[src/rtl/branch_resolve_unit_if.sv]
// Control-transfer handshake, PC and statistics bus between the control FSM
// and branch_resolve_unit.
interface branch_resolve_unit_if;
  logic        req;
  logic [1:0]  xfer_kind;
  logic        br_en;
  logic [31:0] imm;
  logic [31:0] rs1_out;
  logic        pc_inc;
  logic        stat_clr;
  logic        ready;
  logic        done;
  logic        taken;
  logic        misalign;
  logic [31:0] pc_out;
  logic [31:0] link_addr;
  logic [31:0] branch_cnt;
  logic [31:0] taken_cnt;

  modport master (
    output req, xfer_kind, br_en, imm, rs1_out, pc_inc, stat_clr,
    input  ready, done, taken, misalign, pc_out, link_addr, branch_cnt, taken_cnt
  );

  modport slave (
    input  req, xfer_kind, br_en, imm, rs1_out, pc_inc, stat_clr,
    output ready, done, taken, misalign, pc_out, link_addr, branch_cnt, taken_cnt
  );
endinterface

[src/rtl/branch_resolve_unit.sv]
// Architectural PC owner for the RV32I multicycle datapath: resolves BR/JAL/JALR
// targets through an IDLE/EVAL/COMMIT handshake and keeps saturating branch stats.
module branch_resolve_unit #(
  parameter logic [31:0] RESET_PC = 32'h0000_0060
) (
  input  logic                  clk,
  input  logic                  rst,
  branch_resolve_unit_if.slave  bus
);

  typedef enum logic [1:0] {
    IDLE   = 2'd0,
    EVAL   = 2'd1,
    COMMIT = 2'd2
  } state_t;

  localparam logic [1:0] KIND_BR   = 2'b00;
  localparam logic [1:0] KIND_JALR = 2'b10;
  localparam logic [1:0] KIND_RSVD = 2'b11;

  state_t      state_q, state_d;
  logic [1:0]  kind_q, kind_d;
  logic        br_en_q, br_en_d;
  logic [31:0] imm_q, imm_d;
  logic [31:0] rs1_q, rs1_d;
  logic [31:0] base_q, base_d;
  logic [31:0] link_q, link_d;
  logic [31:0] pc_q, pc_d;
  logic [31:0] target_q, target_d;
  logic        redirect_q, redirect_d;
  logic        misalign_q, misalign_d;
  logic [31:0] branch_cnt_q, branch_cnt_d;
  logic [31:0] taken_cnt_q, taken_cnt_d;
  logic        commit_taken;
  logic        count_br;

  always_ff @(posedge clk or posedge rst) begin
    if (rst) begin
      state_q      <= IDLE;
      kind_q       <= '0;
      br_en_q      <= 1'b0;
      imm_q        <= '0;
      rs1_q        <= '0;
      base_q       <= '0;
      link_q       <= '0;
      pc_q         <= RESET_PC;
      target_q     <= '0;
      redirect_q   <= 1'b0;
      misalign_q   <= 1'b0;
      branch_cnt_q <= '0;
      taken_cnt_q  <= '0;
    end else begin
      state_q      <= state_d;
      kind_q       <= kind_d;
      br_en_q      <= br_en_d;
      imm_q        <= imm_d;
      rs1_q        <= rs1_d;
      base_q       <= base_d;
      link_q       <= link_d;
      pc_q         <= pc_d;
      target_q     <= target_d;
      redirect_q   <= redirect_d;
      misalign_q   <= misalign_d;
      branch_cnt_q <= branch_cnt_d;
      taken_cnt_q  <= taken_cnt_d;
    end
  end

  assign commit_taken = redirect_q & ~misalign_q;
  assign count_br     = (state_q == COMMIT) && (kind_q == KIND_BR);

  always_comb begin
    state_d    = state_q;
    kind_d     = kind_q;
    br_en_d    = br_en_q;
    imm_d      = imm_q;
    rs1_d      = rs1_q;
    base_d     = base_q;
    link_d     = link_q;
    pc_d       = pc_q;
    target_d   = target_q;
    redirect_d = redirect_q;
    misalign_d = misalign_q;

    case (state_q)
      IDLE: begin
        if (bus.req) begin
          kind_d  = bus.xfer_kind;
          br_en_d = bus.br_en;
          imm_d   = bus.imm;
          rs1_d   = bus.rs1_out;
          base_d  = pc_q;
          link_d  = pc_q + 32'd4;
          state_d = EVAL;
        end else if (bus.pc_inc) begin
          pc_d = pc_q + 32'd4;
        end
      end
      EVAL: begin
        if (kind_q == KIND_JALR) begin
          target_d = (rs1_q + imm_q) & ~32'h1;
        end else begin
          target_d = base_q + imm_q;
        end
        if (kind_q == KIND_BR) begin
          redirect_d = br_en_q;
        end else begin
          redirect_d = (kind_q != KIND_RSVD);
        end
        misalign_d = redirect_d & (target_d[1:0] != 2'b00);
        state_d    = COMMIT;
      end
      COMMIT: begin
        // A misaligned target leaves the PC on the faulting instruction.
        if (commit_taken) begin
          pc_d = target_q;
        end else if (!misalign_q) begin
          pc_d = base_q + 32'd4;
        end else begin
          pc_d = base_q;
        end
        state_d = IDLE;
      end
      default: state_d = IDLE;
    endcase
  end

  always_comb begin
    branch_cnt_d = branch_cnt_q;
    taken_cnt_d  = taken_cnt_q;
    if (bus.stat_clr) begin
      branch_cnt_d = '0;
      taken_cnt_d  = '0;
    end else if (count_br) begin
      if (branch_cnt_q != '1) begin
        branch_cnt_d = branch_cnt_q + 32'd1;
      end
      if (commit_taken && (taken_cnt_q != '1)) begin
        taken_cnt_d = taken_cnt_q + 32'd1;
      end
    end
  end

  assign bus.ready      = (state_q == IDLE);
  assign bus.done       = (state_q == COMMIT);
  assign bus.taken      = (state_q == COMMIT) & commit_taken;
  assign bus.misalign   = (state_q == COMMIT) & misalign_q;
  assign bus.pc_out     = pc_q;
  assign bus.link_addr  = link_q;
  assign bus.branch_cnt = branch_cnt_q;
  assign bus.taken_cnt  = taken_cnt_q;

endmodule

[src/flat_wrapper.sv]
// flat-port wrapper written by rule: the top's interface ports become plain ports
module branch_resolve_unit_flat 
#(
  parameter logic [31:0] RESET_PC = 32'h0000_0060
)
  (clk, rst, bus_req, bus_xfer_kind, bus_br_en, bus_imm, bus_rs1_out, bus_pc_inc, bus_stat_clr, bus_ready, bus_done, bus_taken, bus_misalign, bus_pc_out, bus_link_addr, bus_branch_cnt, bus_taken_cnt);
  branch_resolve_unit_if bus_i ();
  input  logic clk;
  input  logic rst;
  input wire logic [$bits(bus_i.req)-1:0] bus_req;
  input wire logic [$bits(bus_i.xfer_kind)-1:0] bus_xfer_kind;
  input wire logic [$bits(bus_i.br_en)-1:0] bus_br_en;
  input wire logic [$bits(bus_i.imm)-1:0] bus_imm;
  input wire logic [$bits(bus_i.rs1_out)-1:0] bus_rs1_out;
  input wire logic [$bits(bus_i.pc_inc)-1:0] bus_pc_inc;
  input wire logic [$bits(bus_i.stat_clr)-1:0] bus_stat_clr;
  output wire logic [$bits(bus_i.ready)-1:0] bus_ready;
  output wire logic [$bits(bus_i.done)-1:0] bus_done;
  output wire logic [$bits(bus_i.taken)-1:0] bus_taken;
  output wire logic [$bits(bus_i.misalign)-1:0] bus_misalign;
  output wire logic [$bits(bus_i.pc_out)-1:0] bus_pc_out;
  output wire logic [$bits(bus_i.link_addr)-1:0] bus_link_addr;
  output wire logic [$bits(bus_i.branch_cnt)-1:0] bus_branch_cnt;
  output wire logic [$bits(bus_i.taken_cnt)-1:0] bus_taken_cnt;
  assign bus_i.req = bus_req;
  assign bus_i.xfer_kind = bus_xfer_kind;
  assign bus_i.br_en = bus_br_en;
  assign bus_i.imm = bus_imm;
  assign bus_i.rs1_out = bus_rs1_out;
  assign bus_i.pc_inc = bus_pc_inc;
  assign bus_i.stat_clr = bus_stat_clr;
  assign bus_ready = bus_i.ready;
  assign bus_done = bus_i.done;
  assign bus_taken = bus_i.taken;
  assign bus_misalign = bus_i.misalign;
  assign bus_pc_out = bus_i.pc_out;
  assign bus_link_addr = bus_i.link_addr;
  assign bus_branch_cnt = bus_i.branch_cnt;
  assign bus_taken_cnt = bus_i.taken_cnt;
  branch_resolve_unit #(.RESET_PC(RESET_PC)) u_core (.clk(clk), .rst(rst), .bus(bus_i));
endmodule
[config.mk]
export PLATFORM = sky130hd
export DESIGN_NAME = branch_resolve_unit_flat
export DESIGN_NICKNAME = d
export VERILOG_FILES = /design/src/rtl/branch_resolve_unit_if.sv /design/src/rtl/branch_resolve_unit.sv /design/src/flat_wrapper.sv
export SDC_FILE = /design/constraint.sdc
export NUM_CORES = 1
export LEC_CHECK = 0
export CORE_UTILIZATION = 44
export CTS_BUF_LIST = sky130_fd_sc_hd__clkbuf_8
export DETAILED_ROUTE_END_ITERATION = 16
export PLACE_DENSITY = 0.66
export SYNTH_ARGS = -nofsm -noshare
export SYNTH_HDL_FRONTEND = slang
export SYNTH_SLANG_ARGS = --single-unit
[constraint.sdc]
create_clock -name clk -period 14.82 [get_ports clk]
set_clock_uncertainty 0.15 [all_clocks]
set_input_delay 3.705 -clock clk [delete_from_list [all_inputs] [get_ports clk]]
set_output_delay 3.705 -clock clk [all_outputs]
set_load 0.1 [all_outputs]
; ---- After elaboration in Yosys (flattened, before gate mapping)
; Cells that the tools add are included.
[op_classes]
add_sub_neg = 6
mul = 0
div_mod_pow = 0
order_cmp = 0
eq_ne = 9
n_shift = 0
mux = 17
bitwise = 5
reduce_logical = 13
[op_table]
columns = cell, n
row1 = 32-bit two-way mux, 12
row2 = 32-bit by 1-bit adder with 32-bit output (second input constant), 2
row3 = 32-bit by 3-bit adder with 32-bit output (second input constant), 2
row4 = 32-bit adder, 2
row5 = 32-bit inequality test (second input constant), 2
row6 = 32-bit one-hot mux with 2 select lines, 1
row7 = 2-bit nonzero test, 5
row8 = 2-bit inequality test (second input constant), 4
row9 = 2-bit AND reduction, 3
row10 = 1-bit AND, 4
row11 = 2-bit == test (second input constant), 2
row12 = 2-bit logical NOT, 2
row13 = 2-bit one-hot mux with 2 select lines, 1
row14 = 3-bit AND reduction, 1
row15 = 2-bit by 1-bit == test with 1-bit output (second input constant), 1
row16 = 1-bit logical AND, 2
row17 = 1-bit two-way mux, 2
row18 = 2-bit two-way mux, 1
row19 = 1-bit inverter, 1
[totals]
register_bits = 263
latchBits = 0
mem_bits_rw = 0
rom_bits = 0
input_bits = 72
wordCells = 63
memories = 0

; ---- Logic depth before layout (Yosys ltp)
; Gate-level depths: netlist of run 1.
[logic_depth]
word_depth = 6
ltp_mapped = 13

; ---- Least setup slack after synthesis of run 1
; OpenSTA, ideal clock, no wires.
[synth_timing]
kind = reg2out
from = register u_core.state_q[0]
to = output bus_misalign
t_arrival_ns = 2.186
required_time_ns = 10.965
path_slack_ns = 8.779
path_stages_with_launch = 5
path_buffers = 1
cell_sequence = dfrtp_1 nand2b_1 clkbuf_1 clkinv_1 and2_1
[synth_between]
elab_chain_cells = 2
[synth_rtl]
columns = element, line
row1 = start: declaration, branch_resolve_unit.sv:21  ; state_t state_q, state_d;
row2 = start signal: assignment, branch_resolve_unit.sv:53  ; state_q <= state_d;
row3 = 2-bit == test, n/a
row4 = net bus_done, flat_wrapper.sv:18  ; output wire logic [$bits(bus_i.done)-1:0] bus_done;
row5 = 1-bit AND, branch_resolve_unit.sv:147  ; assign bus.misalign = (state_q == COMMIT) & misalign_q;
row6 = end: declaration, flat_wrapper.sv:20  ; output wire logic [$bits(bus_i.misalign)-1:0] bus_misalign;
; The timed path passes the listed nets, and every way through them passes these cells.

; ---- Final worst setup path of run 1
[layout_timing]
from = register u_core.state_q[0]
to = output bus_misalign
[layout_between]
elab_chain_cells = 2
[layout_rtl]
columns = element, line
row1 = 2-bit == test, branch_resolve_unit.sv:147
row2 = 1-bit AND, branch_resolve_unit.sv:147
; No other way between the ends.

==> results of run 1 <==
-- power by group --
group / total (mW) / switching [mW] / internal, mW
sequential: 1.22 / 0.296 / 0.927
clock: 0.674 / 0.306 / 0.368
combinational: 2.09 / 1.41 / 0.676
total: 3.99 / 2.02 / 1.97
-- cell families after synthesis --
family	count (synthesis)	synth area share (%)
XOR/XNOR	174	9.723
multiplexers	7	0.4630
flip-flops	261	41.69
AO/OA/AOI/OAI	363	14.25
adder cells (fa/ha/maj)	67	5.444
buffers and inverters	124	3.289
AND/OR/NAND/NOR	844	25.15
-- state kept, by name, indices dropped and copies added, names as in the netlist, 30 cells and up --
name / flops
u_core.rs1_q: 32
u_core.base_q: 32
u_core.bus.taken_cnt: 32
u_core.imm_q: 32
u_core.target_q: 32
u_core.bus.branch_cnt: 32
u_core.bus.pc_out: 32
u_core.bus.link_addr: 30
-- worst max-delay path, delay by kind of cell, from the launching register on --
| family | cells | cell delay (ns) |
|---|---|---|
| flops | 1 | 0.37 |
| simple gates | 2 | 0.43 |
| buf+inv | 3 | 1.97 |
-- cell usage after synthesis (4+ instances only) --
cell and instances:
nand2_1 464, o21ai_1 4, xor2_1 93, and2_1 8
clkbuf_1 61, nand4_2 6, nor2_4 4, o21a_1 4
or3_1 22, ha_1 65, nand3b_1 6, o21ai_0 111
and3_1 32, nor3_1 16, o221ai_1 5, a21oi_2 4
o21bai_1 10, inv_1 35, o211ai_2 4, nor3_2 4
buf_2 13, and4_1 9, nor2_1 145, nand4_1 25
dfrtp_1 259, a211oi_1 36, nor2b_1 16, a21o_1 22
o211ai_1 6, xnor2_1 81, nor2_2 4, nand3_1 42
buf_1 5, nand2b_1 11, a31oi_1 19, a21oi_1 111
mux2i_1 5
-- cells in the final DEF (no fill, tap or decap), types with 8 or more instances in the layout --
cell type,Yosys,routed
a211oi_1,36,36
a21o_1,22,22
a21oi_1,111,111
a31oi_1,19,19
and2_1,8,8
and3_1,32,32
and4_1,9,9
buf_4,3,11
clkbuf_8,0,61
clkdlybuf4s50_1,0,202
dfrtp_1,259,259
ha_1,65,65
inv_1,35,53
nand2_1,464,463
nand2b_1,11,10
nand3_1,42,42
nand4_1,25,25
nor2_1,145,145
nor2b_1,16,15
nor3_1,16,16
o21ai_0,111,111
o21bai_1,10,10
or3_1,22,22
xnor2_1,81,81
xor2_1,93,93
-- through the flow --
| step | hold WS, ns | setup WS (ns) | power [mW] |
|---|---|---|---|
| 2_1_floorplan | 0.2886 | 3.785 | 2.786 |
| 3_3_place_gp | 0.3010 | 8.186 | 3.275 |
| 3_5_place_dp | 0.3054 | 8.166 | 3.308 |
| 4_1_cts | 0.3193 | 7.538 | 3.999 |
| 5_1_grt | 0.3482 | 7.458 | 4.249 |
| 6_report | 0.3246 | 7.590 | 3.987 |
-- cell type report --
type,count,area share [%]
clock buffers,61,4.431
clock inverters,23,0.5282
inverters,39,0.8188
multi-input cells,1455,45.61
flip-flops and latches,261,34.48
well taps,455,3.004
repair buffers,214,11.13
-- worst paths after layout --
kind	slack [ns]	cells after the start	start	to
min reg2reg	0.32	2	u_core.bus.link_addr[7]$_DFFE_PP0P_	u_core.bus.link_addr[7]$_DFFE_PP0P_
max reg2reg	11.47	13	u_core.base_q[0]$_DFFE_PP0P_	u_core.target_q[30]$_DFFE_PP0N_
max in group asynchronous	9.49	3	rst	u_core.bus.link_addr[12]$_DFFE_PP0P_
min	0.32	2	u_core.bus.link_addr[7]$_DFFE_PP0P_	u_core.bus.link_addr[7]$_DFFE_PP0P_
min in group asynchronous	3.56	2	rst	u_core.bus.branch_cnt[8]$_DFFE_PP0P_
max	7.59	5	u_core.state_q[0]$_DFFE_PP0P_	bus_misalign
-- metal layers --
layer / share of wire, % / vias to the layer above / GRT usage, %
li1: - / 6640 / -
met1: 52 / 6163 / 35.55
met2: 41 / 316 / 31.93
met3: 5.6 / 39 / 3.165
met4: 1.2 / 0 / 4.677
met5: 0 / - / 0
==> summary.txt, run 1 <==
HPWL after DPL - 29360 µm
Setup violations, final - 0
CTS Root Cell - clkbuf_8
fin crit period - 7.230 ns
DR DRC count - 0
Starting Density - 45.04%
Clk pin slew, worst setup/hold paths - 0.05 ns
post-layout util - 54.45%
final WL - 40640 µm
Slew @ Worst Pin - 1.087 ns
Storage cell area - 0.006534 mm²
flops & latches, synth - 261
placed inst area - 0.01801 mm²
number of enable flip-flop cells after synthesis - 0
largest net degree at the start of global routing - 132
Fin. Hold Viols - 0
Synth Cell Area - 0.01567 mm²
ys async rst share - 100.0%
leakage power - 8.553 nW
post-DR vias/cell - 5.246
share of layout cells above drive strength 1 - 7.014%
Worst-Skew Late Latency - 0.57 ns
std cell rows - 68
deepest clock path buffer count - 3
Mean Syn Cell Area - 8.518 µm²
Tightest Hold Check Type - reg -> reg
hold_buf cts - 0
FMAX - 0.1383 GHz
slowest CP cell - clkdlybuf4s50_1
prevailing post-synth register cell - dfrtp_1
Seq/Total Area, Yosys - 41.69%
IO Port Bufs - 203
Synth area leader - dfrtp_1
GRT overflow - 0
Post-CTS Setup Inserts - 0
Final nets - 2157
RD Place Congestion - 0.8952
Crit Path Category - reg -> out
CP peak stage delay - 0.96 ns
Max VDD drop - 0.1986 mV
Synth area leaders - dfrtp_1 41%, nand2_1 11%, xor2_1 5.2%, ha_1 5.2%, xnor2_1 4.5%
CTS Sinks - 261
Final Cycle Share - 48.78%
post-placement cell count - 2424
post-synth top area share - 41.35%
Iter 0 DRT Violations - 685
Cells after Synth - 1840
IO Pins - 204
Critical Path RT - 10.97 ns
crit-path max FO - 60
drt wl/cell - 16.20 µm
synth warn - 0
Via Count - 13160
global-route wire length before repair - 65970 µm
max_cap viols - 0
Slew Viols, Final - 0
Post-CTS Resized - 0
WP data arrival - 3.37 ns
relative slew slack - 27.50%
vias in the first global route - 12280
Area Growth Syn to Fin - 20.90%
post-synth cell types - 84
crit-path cells - nand2b_2, buf_4, clkinv_1, and2_1, clkdlybuf4s50_1
Final Instance Area - 0.01895 mm²
PD cells - 210.4 mW/mm²
Num CTS Buffers - 47
die height - 190.7 µm
Antenna Cells - 0
Final ANT Viol Nets - 0
Chip Width - 190.7 µm
CTS tree - yes
core area - 0.03480 mm²
Non-Filler Instances - 2508
die area - 0.03638 mm²
CP Launch Type - flip-flop
DRT Pass-1 Iters - 5
crit end category - primary output
GR Util All Layers - 22.44%
outcome - finished, final reports clean
H-tree depth - 2
unrepaired setup endpoints after global routing - false
antenna violations before repair - 0
Fillers - 3294
setup_tns - 0 ns
multi-input logic area - 0.008642 mm²
synthesized net count - 1979
Power figures use the tool's default switching activity.
==> run 2, diff against run 1 <==
--- a/config.mk
+++ b/config.mk
@@ -8,7 +8,7 @@
 export CORE_UTILIZATION = 44
 export CTS_BUF_LIST = sky130_fd_sc_hd__clkbuf_8
 export DETAILED_ROUTE_END_ITERATION = 16
-export PLACE_DENSITY = 0.66
+export PLACE_DENSITY = 0.68
 export SYNTH_ARGS = -nofsm -noshare
 export SYNTH_HDL_FRONTEND = slang
 export SYNTH_SLANG_ARGS = --single-unit
==> constraint.sdc (replaced) <==
create_clock -name clk -period 6.2 [get_ports clk]
set_clock_uncertainty 0.15 [all_clocks]
set_input_delay 1.55 -clock clk [delete_from_list [all_inputs] [get_ports clk]]
set_output_delay 1.55 -clock clk [all_outputs]
set_load 0.1 [all_outputs]
==> summary.txt, run 2 (synthesis results as in run 1) <==
outcome - finished, final reports clean (unchanged)
Tightest Hold Check Type - reg -> reg (unchanged)
IO Port Bufs - 203 (unchanged)
DRT Pass-1 Iters - 5 (unchanged)
relative slew slack - 24.98% (was 27.50%)
Clk pin slew, worst setup/hold paths - 0.06 ns (was 0.05 ns)
Post-CTS Setup Inserts - 0 (unchanged)
hold path depth - 2 (unchanged)
antenna violations before repair - 0 (unchanged)
PD cells - 506.3 mW/mm² (was 210.4 mW/mm²)
CTS Root Cell - clkbuf_8 (unchanged)
hold_buf cts - 0 (unchanged)
worst r2r src - u_core.base_q[0]$_DFFE_PP0P_ (unchanged)
global-route wire length before repair - 65730 µm (was 65970 µm)
die height - 190.7 µm (unchanged)
share of layout cells above drive strength 1 - 7.348% (was 7.014%)
total power - 9.635 mW (was 3.987 mW)
fin crit period - 4.825 ns
worst hold margin - 0.3252 ns (was 0.3246 ns)
deepest clock path buffer count - 3 (unchanged)
WP data arrival - 3.12 ns (was 3.37 ns)
Slew Viols, Final - 0 (unchanged)
std cell rows - 68 (unchanged)
Place WS - 1.965 ns (was 8.166 ns)
Slew @ Worst Pin - 1.125 ns (was 1.087 ns)
Post-CTS Resized - 0 (unchanged)
leakage power - 8.579 nW (was 8.553 nW)
Num CTS Buffers - 47 (unchanged)
final WL - 40640 µm (about the same)
Antenna Cells - 0 (unchanged)
Final Instance Area - 0.01903 mm² (was 0.01895 mm²)
setup_tns - 0 ns (unchanged)
Worst Min Path Start - u_core.bus.link_addr[11]$_DFFE_PP0P_ (was u_core.bus.link_addr[7]$_DFFE_PP0P_)
commonest non-fill, non-tap cell in the layout - nand2_1 (unchanged)
HPWL after DPL - 29440 µm (was 29360 µm)
IO Pins - 204 (unchanged)
die area - 0.03638 mm² (unchanged)
Iter 0 DRT Violations - 768 (was 685)
H-tree depth - 2 (unchanged)
critical path launch point - u_core.state_q[0]$_DFFE_PP0P_ (unchanged)
largest net degree at the start of global routing - 130 (was 132)
Setup violations, final - 0 (unchanged)
Non-Filler Instances - 2510 (was 2508)
Reg2Reg Setup Slack - 2.89 ns (was 11.47 ns)
FMAX - 0.2073 GHz
slowest CP cell - clkdlybuf4s50_1 (unchanged)
Critical Path RT - 4.50 ns (was 10.97 ns)
placed inst area - 0.01803 mm² (was 0.01801 mm²)
Crit Path Category - reg -> out (unchanged)
crit-path cells - nand2b_2, nor2_1, clkdlybuf4s50_1 (was nand2b_2, buf_4, clkinv_1, and2_1, clkdlybuf4s50_1)
r2r worst-path depth - 13 (unchanged)
post-DR vias/cell - 5.291 (was 5.246)
most frequent cells in the layout - 463 x nand2_1, 259 x dfrtp_1, 202 x clkdlybuf4s50_1 (unchanged)
hold endpoint - u_core.bus.link_addr[11]$_DFFE_PP0P_ (was u_core.bus.link_addr[7]$_DFFE_PP0P_)
Max VDD drop - 0.5542 mV (was 0.1986 mV)
unrepaired setup endpoints after global routing - false (unchanged)
Crit Reg-Reg Endpoint - u_core.target_q[30]$_DFFE_PP0N_ (unchanged)
CP Launch Type - flip-flop (unchanged)
GR Util All Layers - 22.31% (was 22.44%)
core area - 0.03480 mm² (unchanged)
Fin. Hold Viols - 0 (unchanged)
CTS tree - yes (unchanged)
DR DRC count - 0 (unchanged)
Worst-Skew Late Latency - 0.59 ns (was 0.57 ns)
Area Growth Syn to Fin - 21.41% (was 20.90%)
Final nets - 2159 (was 2157)
Final ANT Viol Nets - 0 (unchanged)
CP peak stage delay - 1.21 ns (was 0.96 ns)
final worst slack - 1.375 ns (was 7.590 ns)
GRT overflow - 0 (unchanged)
post-layout util - 54.68% (was 54.45%)
RD Place Congestion - 0.8841 (was 0.8952)
Starting Density - 45.04% (unchanged)
drt wl/cell - 16.19 µm (was 16.20 µm)
Chip Width - 190.7 µm (unchanged)
Final Cycle Share - 77.82%
Via Count - 13280 (was 13160)
CTS Sinks - 261 (unchanged)
crit end category - primary output (unchanged)
post-placement cell count - 2426 (was 2424)
max_cap viols - 0 (unchanged)
vias in the first global route - 12450 (was 12280)
crit-path max FO - 34 (was 60)
run 2: how the worst max path moves through the flow:
stage	endpoint	cells after the start
floorplan	u_core.base_q[0]$_DFFE_PP0P_	1
finish	bus_taken	3
global route	bus_taken	3
global placement	bus_taken	3
detailed placement	u_core.bus.branch_cnt[13]$_DFFE_PP0P_	7
CTS	bus_taken	3
run 2: layer usage:
layer  track usage, %  part of all wire (%)  vias up
met3            3.497                   5.7       55
li1                 -                     -     6652
met5                0                     0        -
met4            5.600                   1.8        0
met1            34.81                    51     6245
met2            31.65                    41      328
run 2: critical path, delay by kind of cell, from the launching register on:
family / cells / cell delay, ns
and+or+nand+nor: 2 / 0.92
DFF: 1 / 0.40
buffers and inverters: 1 / 1.21
run 2: final cells by class:
cell class	count	area, µm²
sequential	261	6534
multi-input combinational	1455	8642
fill	3246	15770
inverter	39	151.4
clock buffer	56	770.7
clock inverter	28	225.2
tap	455	569.3
timing repair buffer	216	2137
run 2: report_power, final:
| group | leakage, nW | total (mW) | switching (mW) | internal, mW |
|---|---|---|---|---|
| Combinational | 4.74 | 5.00 | 3.39 | 1.62 |
| Sequential | 3.26 | 2.92 | 0.706 | 2.22 |
| Clock | 0.570 | 1.71 | 0.753 | 0.956 |
| Total | 8.58 | 9.63 | 4.84 | 4.79 |
==> patch 1, RTL diff (config.mk and constraints of run 2) <==
Take the reset off `rs1_q` and load it in a clocked block of its own.
--- a/src/rtl/branch_resolve_unit.sv
+++ b/src/rtl/branch_resolve_unit.sv
@@ -41,5 +41,4 @@
       br_en_q      <= 1'b0;
       imm_q        <= '0;
-      rs1_q        <= '0;
       base_q       <= '0;
       link_q       <= '0;
@@ -55,5 +54,4 @@
       br_en_q      <= br_en_d;
       imm_q        <= imm_d;
-      rs1_q        <= rs1_d;
       base_q       <= base_d;
       link_q       <= link_d;
@@ -65,4 +63,8 @@
       taken_cnt_q  <= taken_cnt_d;
     end
+  end
+
+  always_ff @(posedge clk) begin
+    rs1_q <= rs1_d;
   end
 
Formal check against the unedited RTL: no difference found for any inputs over 4 cycles, from zero or initial values and one cycle with rst high; that may be too few to reach the edited logic, so the function may still have changed.
==> patch 1 against run 2 <==
Design area shrank 2.5%; combinational power increased by 2%; setup slack better by 0.058 ns; synthesized cell count shrank 12%; sequential cell count unchanged; wire length fell by 5.3%; utilization up 0.38 points; total power is 0.52% higher; area after synthesis down 3.3%; non-clock buffer count stayed put; critical path type unchanged; largest power group unchanged; highest routed layer unchanged.
==> patch 1: results <==
metrics = {
    "synth": {
        "synth_flop_cell": "dfrtp_1",
        "synth_warnings": 0,
        "async_flop_share": 0.877,
        "ys_seq_area_frac": 0.442,
        "syn-num-nets": 1764,
        "ys_types": 77,
        "synth_area_leaders": "dfrtp_1 37%, edfxtp_1 6.3%, xor2_1 5.6%",
        "synth.cell_area_um2": 15200,
        "synth_common_cells": "227 x dfrtp_1, 190 x nor2_1, 159 x nand2_1, 147 x a21oi_1, 97 x xor2_1",
        "synth_edf_count": 32,
    },
    "drt": {
        "wl_met2_um": 16100,
        "drt_first_iter_violations": 771,
        "wl_um": 38500,
        "via_count": 12552,
        "met1_length_um": 19700,
        "detail_route.first_pass.iterations": 5,
        "drtAntennaViolNets": 0,
        "wl_met3_um": 2210,
    },
    "global_route": {
        "grt_pass1_vias": 11689,
        "grt_usage": 0.219,
        "grt_max_degree": 131,
        "grt_pass1_wl_um": 62800,
        "antenna_found_initial": 0,
    },
    "clock_tree": {
        "ctsResizeCount": 0,
        "clockBufferDepth": 3,
        "numCtsBuffers": 47,
        "clk_latency_ns": 0.58,
        "cts-htree-levels": 2,
        "root_buffer": "clkbuf_8",
        "post-cts-setup-buffer-count": 0,
    },
    "min_path": {
        "hold_end": "u_core.target_q[1]",
        "hp-class": "register to register",
        "hold_start": "u_core.target_q[1]",
    },
    "worst_setup_path": {
        "r2r-start": "u_core.bus.link_addr[0]",
        "critPathMaxFanout": 23,
        "r2r_slack_ns": 2.79,
        "endpoint": "bus_taken",
        "critPathLaunch": "u_core.redirect_q",
        "arrival_ns": 3.07,
        "worst_r2r_path_depth": 13,
        "crit_path_max_incr_delay_ns": 1.17,
    },
    "placement": {
        "portBuffers": 203,
        "pre_cts_ws_ns": 2.01,
        "place_congestion": 0.893,
        "hpwlAfterDp_um": 27900,
    },
    "sta": {
        "slew_headroom": 0.201,
        "period_needed_ns": 4.77,
        "holdWs_ns": 0.326,
    },
    "power_and_ir_drop": {
        "ir_drop_uv": 456,
        "p_leak_nw": 7.59,
        "switching_power_mw": 4.79,
    },
    "layout": {
        "final_nets": 1954,
        "drive_gt1_frac": 0.0936,
        "fill_cells": 3084,
    },
    "run_status": {
        "status": "finished, final reports clean",
    },
}
-- patch 1: layout make-up --
| type | instances | area (µm²) | area share |
|---|---|---|---|
| Tap cell | 448 | 561 | 0.0302 |
| Clock buffer | 58 | 798 | 0.0430 |
| Clock inverter | 24 | 168 | 0.00904 |
| Inverter | 33 | 128 | 0.00688 |
| Multi-Input combinational cell | 1256 | 8060 | 0.434 |
| Timing Repair Buffer | 216 | 2150 | 0.116 |
| Sequential cell | 261 | 6690 | 0.361 |
-- patch 1: layer usage --
layer,vias to the layer above,track usage
met3,41,0.0369
met2,349,0.315
met4,0,0.0491
met5,-,0
met1,5971,0.341
li1,6191,-
-- patch 1: power groups by stage --
stage	Combinational [mW]	Clock (mW)	Sequential, mW
final	5.11	1.66	2.91
after global routing	5.53	1.79	2.99
after CTS	5.10	1.71	2.89
after detailed placement	5.08	0	2.92
after global placement	5.03	0	2.89
after floorplan	2.64	0	4.08
-- patch 1: logic make-up after synthesis --
kind of cell / Yosys count / synth area share
compound gates: 399 / 0.161
xor+xnor: 157 / 0.0907
fa+ha+maj: 67 / 0.0563
buf+inv: 108 / 0.0275
flops: 261 / 0.442
mux: 67 / 0.0494
simple gates: 566 / 0.174
-- patch 1: critical path: cells and delay by family, from the launching register on --
family,cells,cell delay (ns)
simple gates,2,0.30
flops,1,0.60
buf+inv,3,1.59
-- patch 1: metrics by stage --
| step | area (µm²) | std cells | power [mW] |
|---|---|---|---|
| after floorplan | 15200 | 1625 | 6.72 |
| after global placement | 17600 | 2214 | 7.93 |
| after detailed placement | 17600 | 2214 | 8.00 |
| after CTS | 18600 | 2296 | 9.70 |
| after global routing | 18600 | 2296 | 10.3 |
| final | 18600 | 2296 | 9.68 |
==> patch 2, RTL diff (config.mk and constraints of run 2) <==
Made on the original files. `RESET_PC` is set to 32'h0000_0060 in 2 places; all go to 32'h00000040.
--- a/src/rtl/branch_resolve_unit.sv
+++ b/src/rtl/branch_resolve_unit.sv
@@ -2,5 +2,5 @@
 // targets through an IDLE/EVAL/COMMIT handshake and keeps saturating branch stats.
 module branch_resolve_unit #(
-  parameter logic [31:0] RESET_PC = 32'h0000_0060
+  parameter logic [31:0] RESET_PC = 32'h00000040
 ) (
   input  logic                  clk,
--- a/src/flat_wrapper.sv
+++ b/src/flat_wrapper.sv
@@ -2,5 +2,5 @@
 module branch_resolve_unit_flat 
 #(
-  parameter logic [31:0] RESET_PC = 32'h0000_0060
+  parameter logic [31:0] RESET_PC = 32'h00000040
 )
   (clk, rst, bus_req, bus_xfer_kind, bus_br_en, bus_imm, bus_rs1_out, bus_pc_inc, bus_stat_clr, bus_ready, bus_done, bus_taken, bus_misalign, bus_pc_out, bus_link_addr, bus_branch_cnt, bus_taken_cnt);
Check against the original RTL: not equivalent (a bounded check fails within 4 cycles, from zero or initial values and one cycle with rst high).
==> patch 2 against run 2 <==
Non-clock buffer count down 1; wire length up 0.51%; total power down 0.83%; first-iteration DRC count down 1.3%; worst hold slack worse by 0.0062 ns; setup slack better by 0.12 ns; area after synthesis about the same; design area down 0.47%; sequential cell count unchanged; critical endpoint is now bus_done; highest routed layer unchanged.
==> patch 2: results <==
metrics = {
    "global_route": {
        "gr-usage-met1": 0.343,
        "grt_usage": 0.223,
        "grt_pass1_wl_um": 65700,
        "grtUsageMet2": 0.326,
        "grt_max_degree": 130,
        "grt_use_met3": 0.0302,
        "antenna_found_initial": 0,
        "grt_pass1_vias": 12502,
    },
    "placement": {
        "dpl_cell_area_um2": 18000,
        "place_congestion": 0.884,
        "hpwlAfterDp_um": 29700,
        "portBuffers": 203,
    },
    "drt": {
        "wl_met2_um": 17200,
        "wl_met3_um": 2410,
        "drt_first_iter_violations": 758,
        "detail_route.first_pass.iterations": 5,
        "drtAntennaViolNets": 0,
        "wl_um": 40800,
        "maxUsedRoutingLayer": "met4",
        "vias_per_cell": 5.34,
        "met1_length_um": 20500,
    },
    "worst_setup_path": {
        "critPathMaxFanout": 31,
        "cp_slowest_cell": "clkdlybuf4s50_1",
        "arrival_ns": 3.00,
        "cp_top_family": "buffers and inverters",
        "crit_path_max_incr_delay_ns": 1.14,
    },
    "synth": {
        "ys_seq_area_frac": 0.417,
        "ys_types": 84,
        "syn-num-nets": 1979,
        "synthXorXnorAreaFrac": 0.0972,
        "async_flop_share": 1.00,
        "synth_compound_area_frac": 0.143,
        "synth_mux_area_frac": 0.00463,
        "synth_warnings": 0,
        "synth_common_cells": "464 x nand2_1, 260 x dfrtp_1, 145 x nor2_1, 111 x a21oi_1, 111 x o21ai_0",
        "synth_area_leaders": "dfrtp_1 42%, nand2_1 11%, xor2_1 5.2%",
        "synth_adder_area_share": 0.0544,
    },
    "run_status": {
        "status": "finished, final reports clean",
    },
    "layout": {
        "fill_cells": 3228,
        "diodes": 0,
        "drive_gt1_frac": 0.0699,
        "final_nets": 2156,
    },
    "clock_tree": {
        "clockBufferDepth": 3,
        "post-cts-setup-buffer-count": 0,
        "cts-htree-levels": 2,
        "root_buffer": "clkbuf_8",
        "cts.reportedPaths.clkPinSlew_ns": 0.06,
        "numCtsBuffers": 45,
        "clk_latency_ns": 0.58,
        "ctsResizeCount": 0,
    },
    "sta": {
        "worstMarginPinSlew_ns": 1.08,
        "fin_setup_tns_ns": 0,
    },
    "power_and_ir_drop": {
        "ir_drop_uv": 460,
        "p_leak_nw": 8.52,
    },
    "min_path": {
        "hp-class": "register to register",
    },
}
==> patch 2: final timing paths <==
check                      slack, ns                       end  cells past startpoint          startpoint
setup / recovery                1.50                  bus_done                      4   u_core.state_q[0]
hold / removal                  0.32        u_core.target_q[1]                      2  u_core.target_q[1]
setup reg to reg                2.92       u_core.target_q[30]                     13    u_core.base_q[0]
hold reg to reg                 0.32        u_core.target_q[1]                      2  u_core.target_q[1]
max in group asynchronous       3.48  u_core.bus.branch_cnt[7]                      3                 rst
min in group asynchronous       1.28  u_core.bus.link_addr[21]                      2                 rst
==> patch 2: kinds of logic after synthesis <==
kind of cell               count (synthesis)
and+or+nand+nor                          844
xor gates and xnor gates                 174
muxes                                      7
AOI/OAI and AO/OA                        363
buffers and inverters                    124
DFF                                      261
adders and majority gates                 67
==> patch 2: through the flow <==
stage / std cells / power, mW / hold slack (ns) / setup WS [ns]
after floorplan: 1840 / 6.66 / 0.289 / 1.06
after global placement: 2425 / 7.82 / 0.307 / 2.12
after detailed placement: 2425 / 7.91 / 0.308 / 2.10
after CTS: 2501 / 9.58 / 0.322 / 1.46
after global routing: 2501 / 10.2 / 0.340 / 1.40
final: 2501 / 9.55 / 0.319 / 1.50
==> patch 2: area by class of cell <==
class / instances / area (µm²) / area share
flip-flops and latches: 261 / 6530 / 0.345
well taps: 455 / 569 / 0.0301
clock inverters: 23 / 186 / 0.00984
clock buffers: 53 / 729 / 0.0385
inverters: 39 / 151 / 0.00799
multi-input cells: 1455 / 8640 / 0.456
repair buffers: 215 / 2130 / 0.112
==> patch 2: report_power, final <==
part	switching, mW	internal [mW]	total (mW)
Clock	0.723	0.900	1.62
Sequential	0.714	2.21	2.93
Combinational	3.39	1.62	5.01
